[config.mk]
export PLATFORM = sky130hd
export DESIGN_NAME = snake_game_ctrl
export DESIGN_NICKNAME = d
export VERILOG_FILES = /design/src/rtl/snake_game_ctrl.sv
export SDC_FILE = /design/constraint.sdc
export NUM_CORES = 1
export LEC_CHECK = 0
export BUFFER_PORTS_ARGS = -buffer_cell sky130_fd_sc_hd__buf_2
export CAP_MARGIN = 0
export CORE_MARGIN = 4
export CORE_UTILIZATION = 28
export DETAILED_ROUTE_END_ITERATION = 8
export GPL_ROUTABILITY_DRIVEN = 0
export HOLD_SLACK_MARGIN = 0.03
export SLEW_MARGIN = 20
export SYNTH_ARGS = -nofsm -noshare
export SYNTH_HDL_FRONTEND = slang
export SYNTH_SLANG_ARGS = --single-unit
[constraint.sdc]
create_clock -name clk -period 3 [get_ports clk]
set_clock_uncertainty 0.1 [all_clocks]
set_input_delay 0.6 -clock clk [delete_from_list [all_inputs] [get_ports clk]]
set_output_delay 0.6 -clock clk [all_outputs]
set_load 0.02 [all_outputs]
[src/rtl/snake_game_ctrl.sv]
// Snake game sequencer: move/grow strobes, direction commit with reversal rejection,
// length and saturating score tracking, and game-over handling.
module snake_game_ctrl #(
    parameter int TICK_DIV = 2500000,
    parameter int MAX_LEN  = 32,
    parameter int SCORE_W  = 8
) (
    input  logic               clk,
    input  logic               rst_n,
    input  logic               start,
    input  logic               btn_right,
    input  logic               btn_down,
    input  logic               btn_left,
    input  logic               btn_up,
    input  logic               food_hit,
    input  logic               collide,
    output logic               step,
    output logic               grow,
    output logic               dead,
    output logic [1:0]         dir,
    output logic [5:0]         length,
    output logic [SCORE_W-1:0] score,
    output logic [1:0]         state
);

    localparam int                 CNT_W     = $clog2(TICK_DIV);
    localparam logic [CNT_W-1:0]   CNT_LAST  = CNT_W'(TICK_DIV - 1);
    localparam logic [5:0]         LEN_MAX   = 6'(MAX_LEN);
    localparam logic [SCORE_W-1:0] SCORE_SAT = '1;

    typedef enum logic [1:0] {
        S_IDLE  = 2'd0,
        S_RUN   = 2'd1,
        S_CHECK = 2'd2,
        S_OVER  = 2'd3
    } state_e;

    state_e             state_q, state_d;
    logic [CNT_W-1:0]   cnt_q, cnt_d;
    logic [1:0]         dir_q, dir_d;
    logic [1:0]         pend_q, pend_d;
    logic [5:0]         len_q, len_d;
    logic [SCORE_W-1:0] score_q, score_d;
    logic               start_q;
    logic               step_q, step_d;
    logic               grow_q, grow_d;
    logic               dead_q, dead_d;

    logic               rise;
    logic               cand_valid;
    logic [1:0]         cand;

    always_ff @(posedge clk or negedge rst_n) begin
        if (!rst_n) begin
            state_q <= S_IDLE;
            cnt_q   <= '0;
            dir_q   <= 2'd0;
            pend_q  <= 2'd0;
            len_q   <= 6'd1;
            score_q <= '0;
            start_q <= 1'b0;
            step_q  <= 1'b0;
            grow_q  <= 1'b0;
            dead_q  <= 1'b0;
        end else begin
            state_q <= state_d;
            cnt_q   <= cnt_d;
            dir_q   <= dir_d;
            pend_q  <= pend_d;
            len_q   <= len_d;
            score_q <= score_d;
            start_q <= start;
            step_q  <= step_d;
            grow_q  <= grow_d;
            dead_q  <= dead_d;
        end
    end

    always_comb begin
        state_d    = state_q;
        cnt_d      = cnt_q;
        dir_d      = dir_q;
        pend_d     = pend_q;
        len_d      = len_q;
        score_d    = score_q;
        step_d     = 1'b0;
        grow_d     = 1'b0;
        dead_d     = dead_q;
        rise       = start & ~start_q;
        cand_valid = 1'b1;
        cand       = 2'd0;

        if (btn_up)         cand = 2'd3;
        else if (btn_left)  cand = 2'd2;
        else if (btn_down)  cand = 2'd1;
        else if (btn_right) cand = 2'd0;
        else                cand_valid = 1'b0;

        // Reversal is judged against the committed direction, not the pending one
        if (state_q != S_OVER && cand_valid && cand != (dir_q ^ 2'd2)) begin
            pend_d = cand;
        end

        case (state_q)
            S_IDLE: begin
                if (rise) begin
                    state_d = S_RUN;
                    cnt_d   = '0;
                end
            end
            S_RUN: begin
                if (cnt_q == CNT_LAST) begin
                    cnt_d   = '0;
                    dir_d   = pend_q;
                    step_d  = 1'b1;
                    state_d = S_CHECK;
                end else begin
                    cnt_d = cnt_q + CNT_W'(1);
                end
            end
            S_CHECK: begin
                if (collide) begin
                    state_d = S_OVER;
                    dead_d  = 1'b1;
                end else begin
                    state_d = S_RUN;
                    if (food_hit) begin
                        if (score_q != SCORE_SAT) score_d = score_q + SCORE_W'(1);
                        if (len_q < LEN_MAX) begin
                            len_d  = len_q + 6'd1;
                            grow_d = 1'b1;
                        end
                    end
                end
            end
            S_OVER: begin
                if (rise) begin
                    state_d = S_IDLE;
                    len_d   = 6'd1;
                    score_d = '0;
                    dir_d   = 2'd0;
                    pend_d  = 2'd0;
                    dead_d  = 1'b0;
                end
            end
            default: state_d = S_IDLE;
        endcase
    end

    assign step   = step_q;
    assign grow   = grow_q;
    assign dead   = dead_q;
    assign dir    = dir_q;
    assign length = len_q;
    assign score  = score_q;
    assign state  = state_q;

endmodule

Yosys cells after proc, flatten, opt, wreduce, memory -nomap -nowiden
Cells that the tools add are included.
W data, S select, Z words.
{"block": "word_totals", "wordCells": 83, "in_bits": 9, "output_inout_bits": 21, "register_bits": 46}
{"block": "op_classes", "n_eq_ne": 15, "order_cmp": 1, "reduce_logical": 12, "n_addsub": 3, "bitwise": 3, "mux": 39}
{"operator": "$mux W22", "n": 2}
{"operator": "$pmux W22 S2", "n": 1}
{"operator": "$mux W8", "n": 4}
{"operator": "$mux W6", "n": 4}
{"operator": "$add A22 B1 Y22 const B", "n": 1}
{"operator": "$eq A22 B22 Y1 const B", "n": 1}
{"operator": "$mux W2", "n": 10}
{"operator": "$ne A2 B2 Y1 const B", "n": 9}
{"operator": "$pmux W8 S2", "n": 1}
{"operator": "$mux W1", "n": 13}
{"operator": "$pmux W6 S2", "n": 1}
{"operator": "$reduce_and A5 Y1", "n": 2}
{"operator": "$reduce_and A3 Y1", "n": 3}
{"operator": "$add A8 B1 Y8 const B", "n": 1}
{"operator": "$ne A8 B8 Y1 const B", "n": 1}
{"operator": "$pmux W2 S4", "n": 1}
{"operator": "$add A6 B1 Y6 const B", "n": 1}
{"operator": "$lt A6 B6 Y1 const B", "n": 1}
{"operator": "$reduce_bool A2 Y1", "n": 3}
{"operator": "$eq A2 B2 Y1 const B", "n": 2}
{"operator": "$pmux W2 S2", "n": 1}
{"operator": "$eq A2 B1 Y1 const B", "n": 1}
{"operator": "$logic_and A1 B1 Y1", "n": 2}
{"operator": "$logic_not A2 Y1", "n": 1}
{"operator": "5 further kinds", "n": 6}

Depth between registers and ports, before layout
{"block": "logic_depth", "word_depth": 9, "ltp_mapped": 8}

Least setup slack after synthesis
OpenSTA, ideal clock, no wires.
{"block": "synth_path", "kind": "register to register", "from": "register cnt_q[5]", "to": "register cnt_q[3]", "stages_incl_launch_ff": 8, "arrival_ps": 1875, "setup_time_ps": 121, "path_slack_ps": 904, "path_buffers": 3, "path_cell_list": "dfrtp_1 > buf_6 > or4b_4 > nor4_4 > a21oi_2 > buf_6 > buf_6 > a22o_1"}
{"block": "synth_via", "elab_chain_cells": 3}
{"item": "start, declared", "line": "39", "text": "logic [CNT_W-1:0] cnt_q, cnt_d;"}
{"item": "start signal, assigned", "line": "67", "text": "cnt_q <= cnt_d;"}
{"item": "$eq A22 B22 Y1", "line": "112", "text": "if (cnt_q == CNT_LAST) begin"}
{"item": "$mux W22", "line": "112"}
{"item": "$pmux W22 S2", "line": "104", "text": "case (state_q)"}
Every way passes these cells.
A chain may end at the register's enable or synchronous reset.

Worst setup path after layout
{"block": "layout_path", "from": "register cnt_q[0]", "to": "register cnt_q[5]"}
{"block": "layout_via", "elab_chain_cells": 3, "elab_cells_between_ends": 4, "classes_between": "add/sub: 1; eq/ne: 1; mux: 2"}
{"item": "$add A22 B1 Y22 or $eq A22 B22 Y1 (tied branches)", "line": "118, 112"}
{"item": "$mux W22 (*)", "line": "112"}
{"item": "$pmux W22 S2 (*)", "line": "104"}
Mark *: on every way between the ends. The rest lies on a longest branch, timed or not.

==> run metrics <==
status finished clean; Max VDD drop between 0.0002 and 0.00025 V; Via density approximately 5.3; yosys synthesis warning count 0; DRC Markers 0; met1 wire length about 2.7 mm; Setup crit end kind flip-flop; relative slew slack between 30% and 40%; I/O Pins 30; Post-DP HPWL ~3.9 mm; RSZ-0062 raised after global routing no; vias in the first global route around 1900; Unique masters post-synth 49; Power Dens Cells a little over 600 mW/mm2; ranking of synthesized cells by area dfrtp_1 (46%), a31oi_1 (4.8%), nand2_1 (4.3%); first-pass GRT wire length roughly 9.0 mm; Mapped Nets between 200 and 300; post-CTS sizing 0; wire length on met2 about 2.4 mm; ys async rst share 100.0%; Hold Path Class input pin to asynchronous set/reset pin; Die X-Extent slightly above 100 um; area added between synthesis and finish 13.17%; FF+latch count, synth 46; Primary FF master, synth dfrtp_1; CTS tree built; routed vias 2099; critical path class flip-flop to flip-flop; Setup WS pre-CTS 0.4691 ns; sequential cell area fraction in the yosys report ~47%; CTS Buf Count 5; Clock transition at path regs about 0.090 ns; CP Data Arrival Time 2.68 ns; Setup-failing EPs final 0; min cycle time layout around 2.5 ns; WP data required 3.13 ns; Max clock buf depth 2; Max Cap Violations 0; Die ar. 0.01035 mm2; met3 wire length about 280 um; Slew Viols, Final 0; Synth Cell Area about 0.0025 mm2; clock sink total between 40 and 50; cell taking the most area after synthesis dfrtp_1; CTS root buffer clkbuf_8; grt ovf 0; Post-synth EDFFs 0; TNS Setup 0 ns; largest net degree at the start of global routing 26; # diodes 0; antenna-violating nets left 0; Mapped Cells between 200 and 300; final wirelength ~5.5 mm; GRT Resource Usage Total about 11%; Worst setup SP type flip-flop; layout cells sized above 1 between 15 and 20%; initial antenna violation count 0; Worst Tran Pin Value 0.9992 ns; 1st-pass router iterations 4; Yosys top cell area share 45.75%; CP max FO 25; nets slightly above 300; H-Tree Level Count 2; # hold bufs at CTS 0; DR iter-0 viols roughly 130; Rows 33; Max Clock Freq slightly below 400 MHz; IO buf count 29; Leak approximately 1.2 nW; post-CTS setup buffer count 0; Top Metal Used met4; worst skew pair latency ~0.31 ns; die height about 100 um; Starting Density between 20 and 30%; Core Region ~0.0084 mm2; Final Cycle Share approximately 85%; post-layout util between 30% and 40%; count of endpoints failing hold in the final timing report 0; layout filler cell count 865; routed length per instance 13.80 um; Syn Area/Cell 9.252 um2; Final WS setup about 0.46 ns
## registers in the layout, summed over array words and instances, names as in the netlist
register and count:
cnt_q 22, dead 1, dir 2, grow 1, length 6, pend_q 2, score 8, start_q 1
state 2, step 1
## per-stage QoR
stage,std cells,instance area [um2],hold slack (ns),total power (W)
floorplan,266,2461,0.2044,0.001219
global placement,390,2691,0.3861,0.001322
detailed placement,390,2691,0.3902,0.001338
CTS,398,2785,0.1599,0.001745
global route,398,2785,0.1837,0.001849
finish,398,2785,0.1509,0.001726
## cell type report
| class | instances | area (um2) | share of cell area (%) |
|---|---|---|---|
| clock buffers | 5 | 68.82 | 2.471 |
| multi-input cells | 198 | 1202 | 43.17 |
| well taps | 105 | 131.4 | 4.717 |
| repair buffers | 33 | 175.2 | 6.289 |
| flip-flops and latches | 46 | 1152 | 41.37 |
| inverters | 8 | 30.03 | 1.078 |
| clock inverters | 3 | 25.02 | 0.8985 |
## metal layers
| layer | global-route usage, % | vias up |
|---|---|---|
| li1 | - | 1039 |
| met2 | 16.25 | 47 |
| met3 | 2.755 | 10 |
| met1 | 15.33 | 1003 |
| met5 | 0 | - |
| met4 | 3.885 | 0 |
## critical path, cell delays in order, from the launching register on
cell and delay [ns]:
dfrtp_1 0.42, ha_1 0.26, nand4_1 0.20, nor4_4 0.09, a21oi_2 0.76, buf_4 0.36, o21ai_0 0.11, a31oi_1 0.18
## Yosys cell counts, drive strengths merged (4+ instances only)
library cell  count
a31oi            19
a21oi            16
nand2            28
nor2             22
nor4              7
o31ai             5
nand3            16
buf               4
and2              5
nand2b            6
dfrtp            45
inv               8
nand4             7
clkbuf           10
o21ai            15
a41oi             4
## kinds of logic (layout without fill, tap and decap cells)
family,Yosys count,count (layout),synth area share (%)
simple gates,113,113,25.01
compound gates,74,74,19.22
flops,46,46,46.82
fa+ha+maj,3,3,1.525
buf+inv,22,49,4.321
xor+xnor,4,4,1.424
mux,4,4,1.678
## path summary, 6_finish.rpt
| kind | from | endpoint | slack (ns) | cells after the start |
|---|---|---|---|---|
| worst min register to register | cnt_q[8] | cnt_q[8] | 0.40 | 1 |
| worst max-delay path | cnt_q[0] | cnt_q[5] | 0.46 | 7 |
| max in group asynchronous | rst_n | cnt_q[12] | 1.94 | 2 |
| min in group clk | start | start_q | 0.31 | 1 |
| worst max register to register | cnt_q[0] | cnt_q[5] | 0.46 | 7 |
| worst min-delay path | rst_n | grow | 0.15 | 1 |
## layout by cell type, fill, tap and decap left out, types with 6 or more instances in the layout
cell type,instances
buf_2,29
dfrtp_1,45
nor2_1,22
nand2_1,28
a31oi_1,19
inv_1,8
nand2b_1,6
o21ai_0,15
a21oi_1,15
nand3_1,16
nand4_1,7
## report_power, final
group	total, W	internal, W	switching, W
Clock	0.000403	0.000168	0.000234
Combinational	0.000364	0.000174	0.000190
Sequential	0.000959	0.000760	0.000199
(Power assumes the default switching activity.)
